[config.mk]
export PLATFORM = sky130hd
export DESIGN_NAME = wb_stage_multi
export DESIGN_NICKNAME = d
export VERILOG_FILES = /design/src/rtl/wb_stage_multi_pkg.sv /design/src/rtl/wb_stage_multi_trace_fifo.sv /design/src/rtl/wb_stage_multi.sv
export SDC_FILE = /design/constraint.sdc
export NUM_CORES = 1
export LEC_CHECK = 0
export ABC_AREA = 1
export CAP_MARGIN = 20
export CELL_PAD_IN_SITES_DETAIL_PLACEMENT = 0
export CELL_PAD_IN_SITES_GLOBAL_PLACEMENT = 1
export CORE_MARGIN = 2
export CORE_UTILIZATION = 38
export DETAILED_ROUTE_END_ITERATION = 12
export HOLD_SLACK_MARGIN = 0.05
export PLACE_DENSITY_LB_ADDON = 0.1
export SLEW_MARGIN = 20
export SYNTH_ARGS = -nofsm -noshare
export SYNTH_HDL_FRONTEND = slang
export SYNTH_HIERARCHICAL = 1
export SYNTH_SLANG_ARGS = --single-unit
[constraint.sdc]
create_clock -name clk -period 6.7 [get_ports clk]
set_input_delay 1.005 -clock clk [delete_from_list [all_inputs] [get_ports clk]]
set_output_delay 1.005 -clock clk [all_outputs]
set_load 0.05 [all_outputs]
[src/rtl/wb_stage_multi_pkg.sv]
// Shared definitions for the multi-lane write-back stage: stall encoding, lane bus layout
// and width helpers.
package wb_stage_multi_pkg;

  localparam logic Stop   = 1'b1;
  localparam logic NoStop = 1'b0;

  localparam int STALL_W = 6;
  typedef logic [STALL_W-1:0] StallBus;

  localparam int PC_W   = 32;
  localparam int ADDR_W = 5;

  // MEM->WB lane, LSB first: rf_wdata, rf_waddr, rf_we, pc, lo, hi, we_lo, we_hi, valid
  typedef enum logic [3:0] {
    F_WDATA, F_WADDR, F_RFWE, F_PC, F_LO, F_HI, F_WELO, F_WEHI, F_VALID
  } lane_field_e;

  function automatic int lane_off(input lane_field_e f, input int dw);
    case (f)
      F_WDATA: return 0;
      F_WADDR: return dw;
      F_RFWE:  return dw + ADDR_W;
      F_PC:    return dw + ADDR_W + 1;
      F_LO:    return dw + ADDR_W + 1 + PC_W;
      F_HI:    return 2*dw + ADDR_W + 1 + PC_W;
      F_WELO:  return 3*dw + ADDR_W + 1 + PC_W;
      F_WEHI:  return 3*dw + ADDR_W + 2 + PC_W;
      default: return 3*dw + ADDR_W + 3 + PC_W;
    endcase
  endfunction

  function automatic int wb_lane_wd(input int dw);
    return 3*dw + ADDR_W + 4 + PC_W;
  endfunction

  function automatic int rf_lane_wd(input int dw);
    return dw + ADDR_W + 1;
  endfunction

  // trace entry {pc, rf_we, rf_waddr, rf_wdata}
  function automatic int trace_wd(input int dw);
    return PC_W + 1 + ADDR_W + dw;
  endfunction

endpackage

[src/rtl/wb_stage_multi_trace_fifo.sv]
// Multi-push, single-pop FIFO feeding the debug trace. Valid push slots are packed in
// slot order; the head pops every cycle the FIFO is non-empty.
module wb_trace_fifo #(
  parameter int W     = 70,
  parameter int DEPTH = 8,
  parameter int NPUSH = 2
) (
  input  logic                         clk,
  input  logic                         rst,
  input  logic [NPUSH-1:0]             push_vld,
  input  logic [NPUSH-1:0][W-1:0]      push_data,
  output logic [W-1:0]                 head,
  output logic                         head_vld,
  output logic [$clog2(DEPTH):0]       count
);
  localparam int AW = $clog2(DEPTH);

  logic [W-1:0]              mem [DEPTH];
  logic [AW-1:0]             wr_ptr, rd_ptr;
  logic [NPUSH-1:0][AW-1:0]  off;
  logic [AW:0]               npush;
  logic                      pop;

  // slot offsets so that only valid slots consume entries, oldest slot first
  always_comb begin
    npush = '0;
    for (int i = 0; i < NPUSH; i++) begin
      off[i] = npush[AW-1:0];
      npush  = npush + (AW+1)'(push_vld[i]);
    end
  end

  assign pop      = (count != '0);
  assign head_vld = pop;
  assign head     = mem[rd_ptr];

  always_ff @(posedge clk) begin
    if (!rst)
      for (int i = 0; i < NPUSH; i++)
        if (push_vld[i]) mem[wr_ptr + off[i]] <= push_data[i];
  end

  always_ff @(posedge clk) begin
    if (rst) begin
      wr_ptr <= '0;
      rd_ptr <= '0;
      count  <= '0;
    end else begin
      wr_ptr <= wr_ptr + npush[AW-1:0];
      rd_ptr <= rd_ptr + AW'(pop);
      count  <= count + npush - (AW+1)'(pop);
    end
  end

  // the stage's stall request keeps free space >= one bundle, so this must hold
  always_ff @(posedge clk) begin
    if (!rst) assert (int'(count) + int'(npush) - int'(pop) <= DEPTH);
  end

endmodule

[src/rtl/wb_stage_multi.sv]
// Multi-issue write-back stage: pipeline register, RF/HI/LO write-conflict resolution and
// serialised debug trace. Optional retire counter enabled by WB_RETIRE_CNT_EN.
module wb_stage_multi
  import wb_stage_multi_pkg::*;
#(
  parameter int LANES       = 2,
  parameter int DATA_W      = 32,
  parameter int TRACE_DEPTH = 8
) (
  input  logic                                               clk,
  input  logic                                               rst,
  input  logic                                               flush,
  input  StallBus                                            stall,
  input  logic [LANES*wb_lane_wd(DATA_W)-1:0]                mem_to_wb_bus,
  output logic [LANES*rf_lane_wd(DATA_W)+2+2*DATA_W-1:0]     wb_to_rf_bus,
  output logic                                               wb_stallreq,
  output logic [PC_W-1:0]                                    debug_wb_pc,
  output logic [3:0]                                         debug_wb_rf_wen,
  output logic [ADDR_W-1:0]                                  debug_wb_rf_wnum,
  output logic [DATA_W-1:0]                                  debug_wb_rf_wdata
`ifdef WB_RETIRE_CNT_EN
  ,
  output logic [63:0]                                        retire_cnt
`endif
);
  localparam int WB_LANE_WD = wb_lane_wd(DATA_W);
  localparam int RF_LANE_WD = rf_lane_wd(DATA_W);
  localparam int TR_W       = trace_wd(DATA_W);
  localparam int O_WADDR    = lane_off(F_WADDR, DATA_W);
  localparam int O_RFWE     = lane_off(F_RFWE,  DATA_W);
  localparam int O_PC       = lane_off(F_PC,    DATA_W);
  localparam int O_LO       = lane_off(F_LO,    DATA_W);
  localparam int O_HI       = lane_off(F_HI,    DATA_W);
  localparam int O_WELO     = lane_off(F_WELO,  DATA_W);
  localparam int O_WEHI     = lane_off(F_WEHI,  DATA_W);
  localparam int O_VLD      = lane_off(F_VALID, DATA_W);

  logic [LANES-1:0][WB_LANE_WD-1:0] wb_r, in_lanes;
  logic                             fresh;
  logic                             load, bubble, in_any_vld;

  logic [LANES-1:0]                 v, rf_we_raw, we_hi_l, we_lo_l, rf_we_o;
  logic [LANES-1:0][ADDR_W-1:0]     waddr;
  logic [LANES-1:0][DATA_W-1:0]     wdata, hi_l, lo_l;
  logic [LANES-1:0][PC_W-1:0]       pc;

  logic                             we_hi_m, we_lo_m;
  logic [DATA_W-1:0]                hi_m, lo_m;

  logic [LANES-1:0]                 push_vld;
  logic [LANES-1:0][TR_W-1:0]       push_data;
  logic [TR_W-1:0]                  head;
  logic                             head_vld;
  logic [$clog2(TRACE_DEPTH):0]     count;

  wire unused_stall = ^stall[3:0];

  assign in_lanes = mem_to_wb_bus;
  assign load     = (stall[4] == NoStop);
  assign bubble   = (stall[4] == Stop) && (stall[5] == NoStop);

  always_comb begin
    in_any_vld = 1'b0;
    for (int k = 0; k < LANES; k++) in_any_vld |= in_lanes[k][O_VLD];
  end

  always_ff @(posedge clk) begin
    if (rst || flush || bubble) begin
      wb_r  <= '0;
      fresh <= 1'b0;
    end else if (load) begin
      wb_r  <= in_lanes;
      fresh <= in_any_vld;
    end else begin
      fresh <= 1'b0;
    end
  end

  for (genvar k = 0; k < LANES; k++) begin : g_lane
    assign v[k]         = wb_r[k][O_VLD];
    assign we_hi_l[k]   = wb_r[k][O_WEHI];
    assign we_lo_l[k]   = wb_r[k][O_WELO];
    assign rf_we_raw[k] = wb_r[k][O_RFWE];
    assign waddr[k]     = wb_r[k][O_WADDR +: ADDR_W];
    assign wdata[k]     = wb_r[k][0 +: DATA_W];
    assign hi_l[k]      = wb_r[k][O_HI +: DATA_W];
    assign lo_l[k]      = wb_r[k][O_LO +: DATA_W];
    assign pc[k]        = wb_r[k][O_PC +: PC_W];
    assign push_vld[k]  = fresh & v[k];
    assign push_data[k] = {pc[k], rf_we_raw[k], waddr[k], wdata[k]};
  end

  // a younger lane writing the same nonzero register wins; r0 writes are never masked
  always_comb begin
    for (int k = 0; k < LANES; k++) begin
      rf_we_o[k] = v[k] & rf_we_raw[k];
      for (int j = k + 1; j < LANES; j++)
        if (v[j] && rf_we_raw[j] && waddr[j] == waddr[k] && waddr[k] != '0)
          rf_we_o[k] = 1'b0;
    end
  end

  // ascending scan so the youngest writer of HI and of LO overrides
  always_comb begin
    we_hi_m = 1'b0;
    we_lo_m = 1'b0;
    hi_m    = '0;
    lo_m    = '0;
    for (int k = 0; k < LANES; k++) begin
      if (v[k] && we_hi_l[k]) begin we_hi_m = 1'b1; hi_m = hi_l[k]; end
      if (v[k] && we_lo_l[k]) begin we_lo_m = 1'b1; lo_m = lo_l[k]; end
    end
  end

  always_comb begin
    wb_to_rf_bus = '0;
    for (int k = 0; k < LANES; k++)
      wb_to_rf_bus[k*RF_LANE_WD +: RF_LANE_WD] = {rf_we_o[k], waddr[k], wdata[k]};
    wb_to_rf_bus[LANES*RF_LANE_WD +: 2+2*DATA_W] = {we_hi_m, we_lo_m, hi_m, lo_m};
  end

  wb_trace_fifo #(
    .W     (TR_W),
    .DEPTH (TRACE_DEPTH),
    .NPUSH (LANES)
  ) u_trace_fifo (
    .clk       (clk),
    .rst       (rst),
    .push_vld  (push_vld),
    .push_data (push_data),
    .head      (head),
    .head_vld  (head_vld),
    .count     (count)
  );

  assign wb_stallreq       = (TRACE_DEPTH - int'(count)) < 2*LANES;
  assign debug_wb_pc       = head_vld ? head[DATA_W+ADDR_W+1 +: PC_W] : '0;
  assign debug_wb_rf_wen   = head_vld ? {4{head[DATA_W+ADDR_W]}} : 4'h0;
  assign debug_wb_rf_wnum  = head_vld ? head[DATA_W +: ADDR_W] : '0;
  assign debug_wb_rf_wdata = head_vld ? head[0 +: DATA_W] : '0;

`ifdef WB_RETIRE_CNT_EN
  always_ff @(posedge clk) begin
    if (rst)        retire_cnt <= '0;
    else if (fresh) retire_cnt <= retire_cnt + 64'($countones(v));
  end
`endif

endmodule
### After elaboration in Yosys (flattened, before gate mapping)

Memories as Yosys holds them, arrays and structs flattened. A register that Yosys moved wholly into a read port is not among the register bits.
Cells that the tools add are included.

| word-level totals | value |
|---|---|
| memory bits (writable) | 560 |
| bits in read-only memories | 0 |
| logic and storage cells | 55 |
| latch bits | 0 |
| register bits after elaboration | 285 |
| memories | 1 |
| bits of input ports | 283 |

| cells by class | value |
|---|---|
| reduce and logical (&&, ||, !) cells | 13 |
| shift-type cells | 0 |
| multiplexer cells | 20 |
| add/sub/neg operators | 7 |
| order comparisons | 1 |
| bitwise operators | 6 |
| div/mod/pow operators | 0 |
| equal/unequal tests | 1 |
| $mul | 0 |

Memories:

| name | depth | bits a word | rd ports | clocked after memory_dff | wr ports | line | RTL |
|---|---|---|---|---|---|---|---|
| u_trace_fifo.mem | 8 | 70 | 1 | 1 | 2 | wb_stage_multi_trace_fifo.sv:18 | `logic [W-1:0] mem [DEPTH];` |

Operator list:

| cell | count |
|---|---|
| $mux W32 | 6 |
| $mux W1 | 11 |
| $logic_and A1 B1 Y1 | 8 |
| $add A3 B1 Y3 | 2 |
| $eq A5 B5 Y1 | 1 |
| $lt A5 B4 Y1 const B | 1 |
| $mux W5 | 1 |
| $reduce_bool A5 Y1 | 1 |
| $sub A4 B4 Y5 const A | 1 |
| $add A4 B4 Y4 | 1 |
| $and A1 B1 Y1 | 4 |
| $mux W4 | 1 |
| $reduce_bool A4 Y1 | 1 |
| $sub A4 B1 Y4 | 1 |
| $add A3 B3 Y3 | 1 |
| $mux W3 | 1 |
| $add A1 B1 Y2 | 1 |
| $logic_or A1 B1 Y1 | 2 |
| $reduce_or A2 Y1 | 1 |
| $not A1 Y1 | 1 |
| $or A1 B1 Y1 | 1 |

### Logic depth before layout (Yosys ltp)

Gate-level depths: netlist of run 1.

| logic depth | value |
|---|---|
| depth after elaboration | 4 |
| mapped depth | 13 |
| gate-level depth less buffers | 12 |

### By module

Netlist of run 1, hierarchy kept.

By module, submodules not included:

| module | cells an instance | area each (um2) | instances |
|---|---|---|---|
| wb_trace_fifo | 4588 | 34461.8 | 1 |
| wb_stage_multi | 1678 | 11718.7 | 1 |

### Worst setup path after synthesis of run 1

OpenSTA, ideal clock, no wires.

| path | value |
|---|---|
| path type | input to register |
| start point | input port rst |
| end point | memory u_trace_fifo.mem[7][0], enable pin |
| slack | -0.217 ns |
| library setup time | 0.595 ns |
| buffers on the path | 1 |
| stages on the path | 4 |
| arrival time | 6.322 ns |
| data required time | 6.105 ns |
| cells stage by stage | buf_2 -> nor2_1 -> nand2_1 -> o21ai_0 |

RTL lines:

| element | line | RTL |
|---|---|---|
| start: declaration | wb_stage_multi.sv:11 | `input logic rst,` |
| end: declaration | wb_stage_multi_trace_fifo.sv:18 |  |

==> results of run 1 <==
-- routing by layer --
layer / share of wire, % / vias up / track usage [%] / routed length [um]
li1: - / 19900 / - / -
met1: 42 / 19200 / 33.9 / 71700
met2: 47 / 1322 / 44.7 / 80000
met3: 8.1 / 247 / 6.17 / 13700
met4: 2.4 / 16 / 7.38 / 4000
met5: 0.063 / - / 0 / 107
-- cell families after synthesis --
family          synth area share, %
xor+xnor                     0.0948
flops                          48.8
compound gates                 3.84
simple gates                   33.7
fa+ha+maj                     0.341
buf+inv                        13.2
-- worst max-delay path by stage --
stage | startpoint | end | slack [ps]
2_1_floorplan | rst | u_trace_fifo/mem[7][0] | -220
3_3_place_gp | rst | u_trace_fifo/mem[2][27] | 1960
3_5_place_dp | rst | u_trace_fifo/mem[2][27] | 1910
4_1_cts | u_trace_fifo/rd_ptr[0] | debug_wb_pc[26] | 1500
5_1_grt | u_trace_fifo/rd_ptr[0] | debug_wb_pc[8] | 1330
6_report | u_trace_fifo/rd_ptr[0] | debug_wb_pc[3] | 1620
-- metrics by stage --
step           area, um^2  util, %  worst slack, ps
3_5_place_dp        50600     42.1             1910
4_1_cts             53800     44.7             1500
6_report            53800     44.7             1620
2_1_floorplan       46200        -             -217
3_3_place_gp        50600     42.0             1960
5_1_grt             53800     44.7             1330
-- state kept, by name, summed over array words and instances (netlist names), 3 cells and up --
| name | flops |
|---|---|
| u_trace_fifo/mem | 560 |
| u_trace_fifo/wr_ptr | 3 |
| lo_l | 64 |
| wb_to_rf_bus | 74 |
| wb_r | 4 |
| u_trace_fifo/count | 4 |
| u_trace_fifo/rd_ptr | 3 |
| hi_l | 64 |
| pc | 64 |
-- cells in the mapped netlist, types with 4 or more instances --
cell type,number
nand2_1,2686
inv_1,720
edfxtp_1,560
nand4_1,560
nand3_1,352
buf_2,339
dfxtp_1,285
a21oi_1,279
clkbuf_1,227
buf_4,96
o21ai_0,73
buf_1,29
nor2_1,21
ha_1,11
inv_2,6
nand3_4,4
-- power breakdown --
part / internal (mW) / switching [mW] / leakage (nW)
Sequential: 5.59 / 0.217 / 7.45
Clock: 3.08 / 2.28 / 1.58
Combinational: 1.76 / 4.29 / 15.1
-- worst max-delay path, delay by kind of cell, from the launching register on --
family,cells,cell delay (ps)
flops,1,880
buf+inv,4,1820
simple gates,6,610
-- cell type report --
| type | count | area, um^2 | area share [%] |
|---|---|---|---|
| Antenna cell | 7 | 17.5 | 0.0326 |
| Clock buffer | 147 | 2870 | 5.34 |
| Clock inverter | 39 | 309 | 0.574 |
| Inverter | 727 | 2760 | 5.13 |
| Multi-Input combinational cell | 4002 | 17700 | 32.9 |
| Sequential cell | 845 | 22500 | 41.9 |
| Tap cell | 1612 | 2020 | 3.75 |
| Timing Repair Buffer | 567 | 5570 | 10.3 |
==> results_dict.tcl, run 1 <==
set metrics [dict create \
    outcome "complete, no violations" \
    dr.pass1.iters 6 \
    slew_viol_final 0 \
    crit_path_top_delay_cell "dfxtp_4" \
    regToRegSetupSlack_ps 2050 \
    ir_drop_mv 0.294 \
    cts_sinks 845 \
    syn-cell-area_um2 46200 \
    leakagePower_nw 24.1 \
    worstReg2RegStart "v[0]" \
    start_util_pct 38.4 \
    stdcell_count 7946 \
    finClkSkew_ps 25.2 \
    wire_per_inst_um 21.3 \
    insertion_delay_ps 700 \
    power.density_nw_per_um2 320 \
    min_to "hi_l[21]" \
    period_needed_ps 5080 \
    grt_pass1_vias 39000 \
    post_cts_buffers 0 \
    tritoncts "built" \
    rsz0062_at_grt "no" \
    fp.dieW_um 353 \
    slew_headroom_pct 23.3 \
    reg2reg_to "u_trace_fifo/mem[4][63]" \
    total_power_mw 17.2 \
    worstSetupEndpointType "primary output" \
    critPathRequiredTime_ps 5690 \
    yosysTopAreaCellShare_pct 36.4 \
    yosysTopAreaCell "edfxtp_1" \
    cp_data_arrival_time_ps 4080 \
    cts_buffers 99 \
    final_common_cell "nand2_1" \
    place_congestion 0.787 \
    hold-path-cell-count 2 \
    ys.flop_type "edfxtp_1" \
    finalCritPeriodShare_pct 75.9 \
    drive_gt1_share_pct 4.17 \
    fin_hold_ws_ps 462 \
    ios 499 \
    fp.coreArea_um2 120000 \
    max_stage_delay_ps 880 \
    setup_tns_ps 0 \
    overflow 0 \
    htreeDepth 3 \
    syn_avg_cell_area_um2 7.37 \
    path_cells "inv_8 -> buf_12 -> nand2_1 -> nand3_1 -> nand2_1 -> nand2_1 -> nand2_1 -> nand2_1 -> inv_1 -> clkdlybuf4s50_1" \
    synth-seq-cells 845 \
    io_buffers 494 \
    clock.fmax_mhz 197 \
    die_area_um2 124000 \
    hold_class "reg2reg" \
    fillers 12100 \
    final-hold-violation-count 0 \
    final_cell_mix "nand2_1, inv_1, nand4_1, edfxtp_1, clkdlybuf4s50_1" \
    dp.final_hpwl_mm 92.7 \
    reg2reg_depth 8 \
    cts_buffer_depth 3 \
    placed_cells 7753 \
    path_max_fanout 150 \
    start_kind "flop" \
    synth_edf_count 560 \
    hold_start "hi_l[21]" \
    track_usage_pct 26.5 \
    wirelength_mm 169 \
    viasPerCell 5.13 \
    grt_max_degree 183 \
    synthDistinctLibCells 27 \
    yosysSeqAreaShare_pct 48.8 \
    clkTransAtPathRegs_ps 60 \
    syn-num-nets 6561 \
    max_cap_viol_count 0 \
    cts.repair.resized 0 \
    syn_to_final_growth_pct 16.5 \
    yosysWarnings 6 \
    antenna_left 0 \
    rows 127 \
    drc_errors 0 \
    cts-root-buf "clkbuf_16" \
    grt_pass1_wl_mm 253 \
    path_common_cell "nand2_1" \
    synth.area.top_cells "edfxtp_1, nand2_1, dfxtp_1, nand4_1, inv_1" \
    layout.nets 6537 \
    synthCells 6266 \
    antenna_found_initial 14 \
    cts_hold_buf 0 \
    drt_iter0_markers 2962 \
    vias 40800 \
    setup_violations 0 \
    max_slew.worst_pin.slew_ps 1150 \
    die_h_um 353 \
    async_reset_ff_share_pct 0 \
    critPathKind "reg2out" \
]
Power figures use the tool's default switching activity.
==> run 2: changes to the inputs <==
--- a/config.mk
+++ b/config.mk
@@ -10,7 +10,7 @@
 export CELL_PAD_IN_SITES_DETAIL_PLACEMENT = 0
 export CELL_PAD_IN_SITES_GLOBAL_PLACEMENT = 1
 export CORE_MARGIN = 2
-export CORE_UTILIZATION = 38
+export CORE_UTILIZATION = 42
 export DETAILED_ROUTE_END_ITERATION = 12
 export HOLD_SLACK_MARGIN = 0.05
 export PLACE_DENSITY_LB_ADDON = 0.1
==> constraint.sdc (replaced) <==
create_clock -name clk -period 5.19 [get_ports clk]
set_input_delay 0.7785 -clock clk [delete_from_list [all_inputs] [get_ports clk]]
set_output_delay 0.7785 -clock clk [all_outputs]
set_load 0.05 [all_outputs]
==> run 2 against run 1 <==
Count of clock-buffer cells in the layout grew 2. Critical endpoint is now debug_wb_rf_wdata[30]. Global-route usage grew 2.1 points. Clock skew shrank 6.4 ps. Via count grew 0.56%. Final cell count shrank 2.4%. Critical path type unchanged. Hold slack gained 1.5 ps. Sequential power grew 27%.
==> results_dict.tcl, run 2 (synthesis results as in run 1) <==
set metrics [dict create \
    grtUsageMet1_pct 37.1 \
    reg2reg_depth 10 \
    clock.fmax_mhz 216 \
    setup_tns_ps 0 \
    htreeDepth 3 \
    outcome "complete, no violations" \
    cts_buffer_depth 3 \
    start_kind "flop" \
    period_needed_ps 4630 \
    p_int_mw 13.4 \
    track_usage_pct 28.6 \
    dr.pass1.iters 5 \
    reg2reg_to "u_trace_fifo/mem[7][7]" \
    critPathRequiredTime_ps 4410 \
    antenna_left 0 \
    final_cell_mix "nand2_1, inv_1, nand4_1, edfxtp_1, clkdlybuf4s50_1" \
    cts-root-buf "clkbuf_16" \
    cp_data_arrival_time_ps 3850 \
    clkTransAtPathRegs_ps 60 \
    vias 41000 \
    cts_hold_buf 0 \
    die_h_um 336 \
    grt_pass1_wl_mm 246 \
    use_met2_pct 47.6 \
    top_usage_layer "met2" \
    io_buffers 494 \
    drc_errors 0 \
    power.density_nw_per_um2 410 \
    final_area_um2 53700 \
    max_slew.worst_pin.slew_ps 1260 \
    rsz0062_at_grt "no" \
    viasPerCell 5.29 \
    start_util_pct 42.4 \
    seqPwrFrac_pct 33.4 \
    die_area_um2 113000 \
    setup_violations 0 \
    rows 121 \
    power_switching_mw 8.66 \
    finClkSkew_ps 18.8 \
    syn_to_final_growth_pct 16.4 \
    cts.repair.resized 0 \
    cp-endpoint "debug_wb_rf_wdata[30]" \
    final_common_cell "nand2_1" \
    leakagePower_nw 24.1 \
    p_comb_share_pct 36.2 \
    critPathKind "reg2out" \
    cts_sinks 845 \
    cts_buffers 99 \
    fp.coreArea_um2 109000 \
    slew_headroom_pct 15.8 \
    worstSetupEndpointType "primary output" \
    wirelength_mm 164 \
    wire_per_inst_um 21.2 \
    fillers 10600 \
    critPathLaunch "u_trace_fifo/rd_ptr[2]" \
    hold_class "reg2reg" \
    ir_drop_mv 0.505 \
    max_cap_viol_count 0 \
    finalCritPeriodShare_pct 89.3 \
    largest_register_ffs 560 \
    overflow 0 \
    place_congestion 0.785 \
    clkPwrFrac_pct 30.4 \
    tritoncts "built" \
    regToRegSetupSlack_ps 1360 \
    final-hold-violation-count 0 \
    grt_pass1_vias 39200 \
    insertion_delay_ps 680 \
    fp.dieW_um 336 \
    post_cts_buffers 0 \
    grt_use_met3_pct 6.60 \
    grt_max_degree 209 \
    antenna_found_initial 14 \
    drt_iter0_markers 3042 \
    dp.final_hpwl_mm 88.6 \
    layout.nets 6546 \
    ios 499 \
    worstReg2RegStart "v[1]" \
    hold-path-cell-count 2 \
    drive_gt1_share_pct 4.17 \
    postPlaceCellArea_um2 50600 \
    slew_viol_final 0 \
    p_sw_share_pct 39.3 \
    path_max_fanout 31 \
]
[run 2: cell types whose count changed in the layout (fill, tap and decap cells not counted), sizes merged]
cell and change:
buf +17, clkdlybuf4s50 -8, inv -3, clkbuf +2, bufinv -1, diode +1
[run 2: per-layer routing]
metal  vias up  part of all wire (%)  wire length, um
met1     19300                    42            69300
li1      20000                     -                -
met2      1412                    47            77900
met4         8                   2.4             4000
met3       259                   8.0            13200
met5         -                 0.031               51
[run 2: worst max-delay path, stage by stage, from the launching register on]
cell             delay [ps]
dfxtp_4                 760
clkinv_2                640
buf_4                   520
buf_4                   270
nand2_1                  70
nand2_1                  50
nand2_1                  70
inv_1                    40
clkdlybuf4s50_1         710
[run 2: how the worst min path moves through the flow]
stage / from / end
4_1_cts: stall[4] / lo_l[28]
5_1_grt: stall[4] / wb_to_rf_bus[50]
2_1_floorplan: lo_l[20] / lo_l[20]
3_3_place_gp: lo_l[20] / lo_l[20]
3_5_place_dp: lo_l[7] / lo_l[7]
6_report: lo_l[18] / lo_l[18]
[run 2: final cells by class]
type	count	area [um^2]	share of cell area (%)
Sequential cell	845	22500	41.9
Multi-Input combinational cell	4002	17700	33.0
Timing Repair Buffer	576	5870	10.9
Clock buffer	149	2840	5.29
Inverter	727	2760	5.13
Tap cell	1414	1770	3.29
Clock inverter	35	218	0.405
Antenna cell	8	20.0	0.0373
[run 2: through the flow]
| stage | utilization, % | std cells | worst slack (ps) | total power [mW] | hold slack, ps |
|---|---|---|---|---|---|
| floorplan | - | 6266 | -1500 | 12.6 | 436 |
| global placement | 46.4 | 7563 | 1240 | 15.5 | 446 |
| detailed placement | 46.4 | 7563 | 1220 | 15.5 | 455 |
| CTS | 49.2 | 7747 | 539 | 22.2 | 441 |
| global route | 49.3 | 7751 | 494 | 23.1 | 475 |
| finish | 49.3 | 7756 | 557 | 22.0 | 463 |
[run 2: power groups by stage]
stage               clock [mW]  sequential, mW  combinational (mW)
floorplan                    0            7.39                5.24
global placement             0            7.51                7.98
detailed placement           0            7.51                8.00
CTS                       6.83            7.37                8.03
global route              7.10            7.38                8.62
finish                    6.70            7.37                7.97
